[src/rtl/alu_exec_ctrl.sv]
// ---------------------------------------------------------------------------
// alu_exec_ctrl
//
// Issuer and result-capture controller for an external combinational ALU.
// A request is accepted over a valid/ready handshake, its operands are
// registered and driven onto the ALU lines for one EXEC cycle, and the ALU
// result plus N/Z/C/V flags are captured at the end of that cycle. The
// captured values are then offered over a valid/ready response handshake.
// An architectural NZCV register is kept (updated only when the request asks
// for it) and a 4-bit condition code is evaluated against it.
//
// Optional build feature (macro ALU_EXEC_CTRL_PIPE_EN):
//   When defined, a new request may be accepted in the same edge that
//   completes the current response (req_ready follows rsp_ready in RESP),
//   giving a 2-cycle issue interval. When undefined, requests are accepted
//   only in IDLE (3-cycle issue interval).
//
// Ports:
//   clk, rst                  clock, synchronous active-high reset
//   req_valid/req_ready       request handshake
//   req_op, req_a, req_b      ALU select and operands
//   req_use_carry             carry-in = stored C flag (else 0)
//   req_set_flags             load NZCV with this op's flags
//   alu_a, alu_b, alu_ci,
//   alu_sel                   registered drive to the ALU
//   alu_result, alu_n/z/c/v   combinational ALU outputs
//   rsp_valid/rsp_ready       response handshake
//   rsp_result, rsp_flags     captured result and {N,Z,C,V} of this op
//   nzcv                      architectural flags {N,Z,C,V}
//   cond, cond_pass           condition code and its evaluation vs nzcv
// ---------------------------------------------------------------------------
module alu_exec_ctrl #(
  parameter int WIDTH = 4,
  parameter int SEL_W = 4
) (
  input  logic             clk,
  input  logic             rst,
  // request side
  input  logic             req_valid,
  output logic             req_ready,
  input  logic [SEL_W-1:0] req_op,
  input  logic [WIDTH-1:0] req_a,
  input  logic [WIDTH-1:0] req_b,
  input  logic             req_use_carry,
  input  logic             req_set_flags,
  // ALU drive
  output logic [WIDTH-1:0] alu_a,
  output logic [WIDTH-1:0] alu_b,
  output logic             alu_ci,
  output logic [SEL_W-1:0] alu_sel,
  // ALU return
  input  logic [WIDTH-1:0] alu_result,
  input  logic             alu_n,
  input  logic             alu_z,
  input  logic             alu_c,
  input  logic             alu_v,
  // response side
  output logic             rsp_valid,
  input  logic             rsp_ready,
  output logic [WIDTH-1:0] rsp_result,
  output logic [3:0]       rsp_flags,
  // flags and condition evaluation
  output logic [3:0]       nzcv,
  input  logic [3:0]       cond,
  output logic             cond_pass
);

  typedef enum logic [1:0] {
    S_IDLE = 2'd0,
    S_EXEC = 2'd1,
    S_RESP = 2'd2
  } state_e;

  // Condition-code evaluation against a {N,Z,C,V} vector.
  function automatic logic cond_eval(input logic [3:0] cc, input logic [3:0] f);
    logic n, z, c, v;
    logic r;
    n = f[3];
    z = f[2];
    c = f[1];
    v = f[0];
    case (cc)
      4'h0:    r = z;                    // EQ
      4'h1:    r = ~z;                   // NE
      4'h2:    r = c;                    // CS
      4'h3:    r = ~c;                   // CC
      4'h4:    r = n;                    // MI
      4'h5:    r = ~n;                   // PL
      4'h6:    r = v;                    // VS
      4'h7:    r = ~v;                   // VC
      4'h8:    r = c & ~z;               // HI
      4'h9:    r = ~c | z;               // LS
      4'hA:    r = (n == v);             // GE
      4'hB:    r = (n != v);             // LT
      4'hC:    r = ~z & (n == v);        // GT
      4'hD:    r = z | (n != v);         // LE
      4'hE:    r = 1'b1;                 // AL
      4'hF:    r = 1'b0;                 // NV
      default: r = 1'b0;
    endcase
    return r;
  endfunction

  state_e             state_q;
  logic [WIDTH-1:0]   alu_a_q;
  logic [WIDTH-1:0]   alu_b_q;
  logic [SEL_W-1:0]   alu_sel_q;
  logic               alu_ci_q;
  logic               set_flags_q;
  logic               rsp_valid_q;
  logic [WIDTH-1:0]   rsp_result_q;
  logic [3:0]         rsp_flags_q;
  logic [3:0]         nzcv_q;

  logic               req_ready_s;
  logic               accept_s;
  logic               ci_d;
  logic [3:0]         alu_flags_s;

  // Handshake decode: ready depends only on state (and rsp_ready when the
  // pipelined completion path is built in).
  always_comb begin
    req_ready_s = 1'b0;
    case (state_q)
      S_IDLE:  req_ready_s = 1'b1;
`ifdef ALU_EXEC_CTRL_PIPE_EN
      S_RESP:  req_ready_s = rsp_ready;
`else
      S_RESP:  req_ready_s = 1'b0;
`endif
      S_EXEC:  req_ready_s = 1'b0;
      default: req_ready_s = 1'b0;
    endcase
    accept_s = req_valid & req_ready_s;
    // Carry-in is frozen at acceptance from the flags as they stand then;
    // any earlier set_flags op has already written nzcv_q by this point.
    if (req_use_carry) begin
      ci_d = nzcv_q[1];
    end else begin
      ci_d = 1'b0;
    end
    alu_flags_s = {alu_n, alu_z, alu_c, alu_v};
  end

  // Control FSM with operand, response and flag registers.
  always_ff @(posedge clk) begin
    if (rst) begin
      state_q      <= S_IDLE;
      alu_a_q      <= {WIDTH{1'b0}};
      alu_b_q      <= {WIDTH{1'b0}};
      alu_sel_q    <= {SEL_W{1'b0}};
      alu_ci_q     <= 1'b0;
      set_flags_q  <= 1'b0;
      rsp_valid_q  <= 1'b0;
      rsp_result_q <= {WIDTH{1'b0}};
      rsp_flags_q  <= 4'b0000;
      nzcv_q       <= 4'b0000;
    end else begin
      // Operand registers only move on acceptance, so the ALU lines hold
      // their last values in every other cycle.
      if (accept_s) begin
        alu_a_q     <= req_a;
        alu_b_q     <= req_b;
        alu_sel_q   <= req_op;
        alu_ci_q    <= ci_d;
        set_flags_q <= req_set_flags;
      end

      case (state_q)
        S_IDLE: begin
          if (accept_s) begin
            state_q <= S_EXEC;
          end else begin
            state_q <= S_IDLE;
          end
        end
        S_EXEC: begin
          rsp_result_q <= alu_result;
          rsp_flags_q  <= alu_flags_s;
          if (set_flags_q) begin
            nzcv_q <= alu_flags_s;
          end
          rsp_valid_q <= 1'b1;
          state_q     <= S_RESP;
        end
        S_RESP: begin
          if (rsp_ready) begin
            rsp_valid_q <= 1'b0;
            // accept_s can only be set here in the pipelined build.
            if (accept_s) begin
              state_q <= S_EXEC;
            end else begin
              state_q <= S_IDLE;
            end
          end else begin
            state_q <= S_RESP;
          end
        end
        default: begin
          state_q     <= S_IDLE;
          rsp_valid_q <= 1'b0;
        end
      endcase
    end
  end

  assign req_ready  = req_ready_s;
  assign alu_a      = alu_a_q;
  assign alu_b      = alu_b_q;
  assign alu_sel    = alu_sel_q;
  assign alu_ci     = alu_ci_q;
  assign rsp_valid  = rsp_valid_q;
  assign rsp_result = rsp_result_q;
  assign rsp_flags  = rsp_flags_q;
  assign nzcv       = nzcv_q;
  assign cond_pass  = cond_eval(cond, nzcv_q);

endmodule
[config.mk]
export PLATFORM = sky130hd
export DESIGN_NAME = alu_exec_ctrl
export DESIGN_NICKNAME = d
export VERILOG_FILES = /design/src/rtl/alu_exec_ctrl.sv
export SDC_FILE = /design/constraint.sdc
export NUM_CORES = 1
export LEC_CHECK = 0
export ABC_AREA = 0
export BUFFER_PORTS_ARGS = -buffer_cell sky130_fd_sc_hd__buf_2
export CAP_MARGIN = 20
export CORE_UTILIZATION = 46
export DETAILED_ROUTE_END_ITERATION = 6
export GPL_ROUTABILITY_DRIVEN = 0
export PLACE_DENSITY = 0.86
export SLEW_MARGIN = 40
export SYNTH_ARGS = -nofsm -noshare
export SYNTH_HDL_FRONTEND = slang
export SYNTH_SLANG_ARGS = --single-unit
[constraint.sdc]
create_clock -name clk -period 3.1 [get_ports clk]
set_clock_uncertainty 0.15 [all_clocks]
set_input_delay 0.93 -clock clk [delete_from_list [all_inputs] [get_ports clk]]
set_output_delay 0.93 -clock clk [all_outputs]
set_load 0.01 [all_outputs]
==> out/qor.csv <==
metric,value,unit
syn_area_per_cell,7.99,um^2
Final Worst Setup Slack,96.0,ps
critical path endpoint category,output pin,
Max-slew headroom,66.4,%
"flops & latches, synth",29,
CP Data Arrival Time,1920,ps
Logic pwr share,13.1,%
f_max,333,MHz
initial core utilization,49.0,%
leakage power,0.690,nW
DRC errors left,0,
P&R area growth vs syn,35.4,%
clock root cell,clkbuf_4,
CTS resizes,0,
TritonCTS clock tree,done,
TritonRoute pass-1 iters,4,
R2R setup slack,1600,ps
Slew Limit Fails,0,
WL/cell,11.4,um
CP max FO,4,
Clock Latency Late Sink,320,ps
Synth warnings,0,
sequential share of power,48.7,%
CTS Buffer Depth,2,
Peak VDD IR,0.381,mV
hpwl dp,1830,um
setup TNS,0,ps
RSZ-0062 raised after global routing,no,
I/O pins,58,
pre-CTS setup slack,58.9,ps
Routed Antenna Nets,0,
WL final,2550,um
row cnt,17,
overall global routing resource usage,21.0,%
fin crit period,3000,ps
global-route wire length before repair,3910,um
H-tree Lvls,2,
synthesized area,0.00109,mm^2
register area share after synthesis,53.0,%
Port Buffer Count,57,
DRT iter0 DRCs,9,
slew of the pin with the lowest slew margin,504,ps
period utilization,96.9,%
hold_buf cts,0,
status,completed,
via count,1109,
CP Class,in -> out,
Die Span Y,50.8,um
clock sinks,29,
net load switching power,0.000196,W
largest net degree at the start of global routing,30,
DIE AREA,0.00258,mm^2
Synth cell types,20,
Worst-path clk slew,90,ps
syn nets,167,
clock power share,38.2,%
initial antenna violation count,0,
Die W,50.8,um
sw frac,23.7,%
post-CTS setup buffers,0,
Max Cap Viol,0,
worst min path class,reg -> reg,
layout cells sized above 1,34.2,%
internal power,0.000631,W
GR Overflow Total,0,
Cell Pwr Density,558,mW/mm^2
n_diodes,0,
Total Nets Final,225,
Core Footprint,0.00223,mm^2
number of buffers created by CTS,5,
# setup viols final,0,
Startpoint Class,primary input,
Final Hold Viols,0,
Via density,4.95,
vias in the first global route,972,
CP required,2020,ps
post-synthesis cell count,137,
==> sequential cells by signal, indices dropped and copies added, names as in the netlist <==
signal / cells
alu_ci: 1
rsp_valid: 1
alu_a: 4
set_flags_q: 1
nzcv: 4
rsp_flags: 4
rsp_result: 4
alu_sel: 4
state_q: 2
alu_b: 4
==> power by group through the flow <==
stage,Clock (W),Sequential [W],Combinational (W)
after global placement,0,0.000410,0.000103
after floorplan,0,0.000418,0.0000519
after detailed placement,0,0.000411,0.000107
after CTS,0.000321,0.000403,0.000107
final,0.000316,0.000403,0.000108
after global routing,0.000337,0.000406,0.000121
==> Yosys cell counts <==
cell type	n	area [um^2]
clkbuf_1	3	11.3
mux2_2	1	11.3
nor3_1	1	5.00
nor2_1	5	18.8
o311a_1	1	10.0
nand2_1	49	184
nand2b_1	1	6.26
dfxtp_1	29	581
o311ai_1	1	8.76
a21oi_1	27	135
nand3b_1	1	7.51
nand3_1	6	30.0
and2_1	1	6.26
xnor2_1	2	17.5
buf_4	1	7.51
buf_1	1	3.75
nand4bb_1	1	11.3
buf_2	2	10.0
nor2b_1	2	12.5
xor2_1	2	17.5
==> path summary, 6_finish.rpt <==
kind               from   endpoint  cells after the start
max             cond[2]  cond_pass                      5
min            alu_b[1]   alu_b[1]                      2
max reg2reg  state_q[1]     alu_ci                      4
min reg2reg    alu_b[1]   alu_b[1]                      2
==> cells by family (layout without fill, tap and decap cells) <==
logic type,count (synthesis),count (layout),share of synthesized area (%)
AND/OR/NAND/NOR,67,67,25.7
multiplexers,1,1,1.03
XOR/XNOR,4,4,3.20
buffers and inverters,7,66,2.97
AO/OA/AOI/OAI,29,29,14.1
flip-flops,29,29,53.0
==> layout make-up <==
type | instances | area, um^2
clock inverter | 1 | 30.0
multi-input combinational | 101 | 489
clock buffer | 7 | 55.1
timing repair buffer | 58 | 293
fill | 201 | 751
tap | 28 | 35.0
sequential | 29 | 581
==> worst max-delay path, cell delays in order <==
cell and delay, ps:
buf_2 130, mux2_2 350, o311ai_2 230, xnor2_1 140
buf_2 140
==> cell usage in the layout, fill, tap and decap left out, drive strengths merged <==
master,Yosys,final
nand4bb,1,1
nand3,6,6
nand2b,1,1
nor3,1,1
bufinv,0,1
and2,1,1
o311a,1,1
buf,4,58
nand3b,1,1
nor2,5,5
nand2,49,49
nor2b,2,2
clkbuf,3,7
xnor2,2,2
o311ai,1,1
a21oi,27,27
xor2,2,2
dfxtp,29,29
mux2,1,1
==> metrics by stage <==
stage                     util (%)  power [W]  cell area [um^2]  hold WS [ps]  std cells
after global placement        62.2   0.000513              1390           287        216
after detailed placement      62.2   0.000518              1390           294        216
after floorplan                  -   0.000470              1090           326        137
final                         66.4   0.000827              1480           304        224
after CTS                     66.1   0.000831              1480           306        224
after global routing          66.4   0.000864              1480           331        224
==> layer usage <==
metal  global-route usage (%)  routed length, um  share of wire (%)  vias up
li1                         -                  -                  -      565
met1                     22.8               1070                 42      485
met2                     36.4               1250                 49       57
met3                     8.79                216                8.5        2
met4                     6.94                 12               0.47        0
met5                        0                  0                  0        -
(Power assumes the default switching activity.)
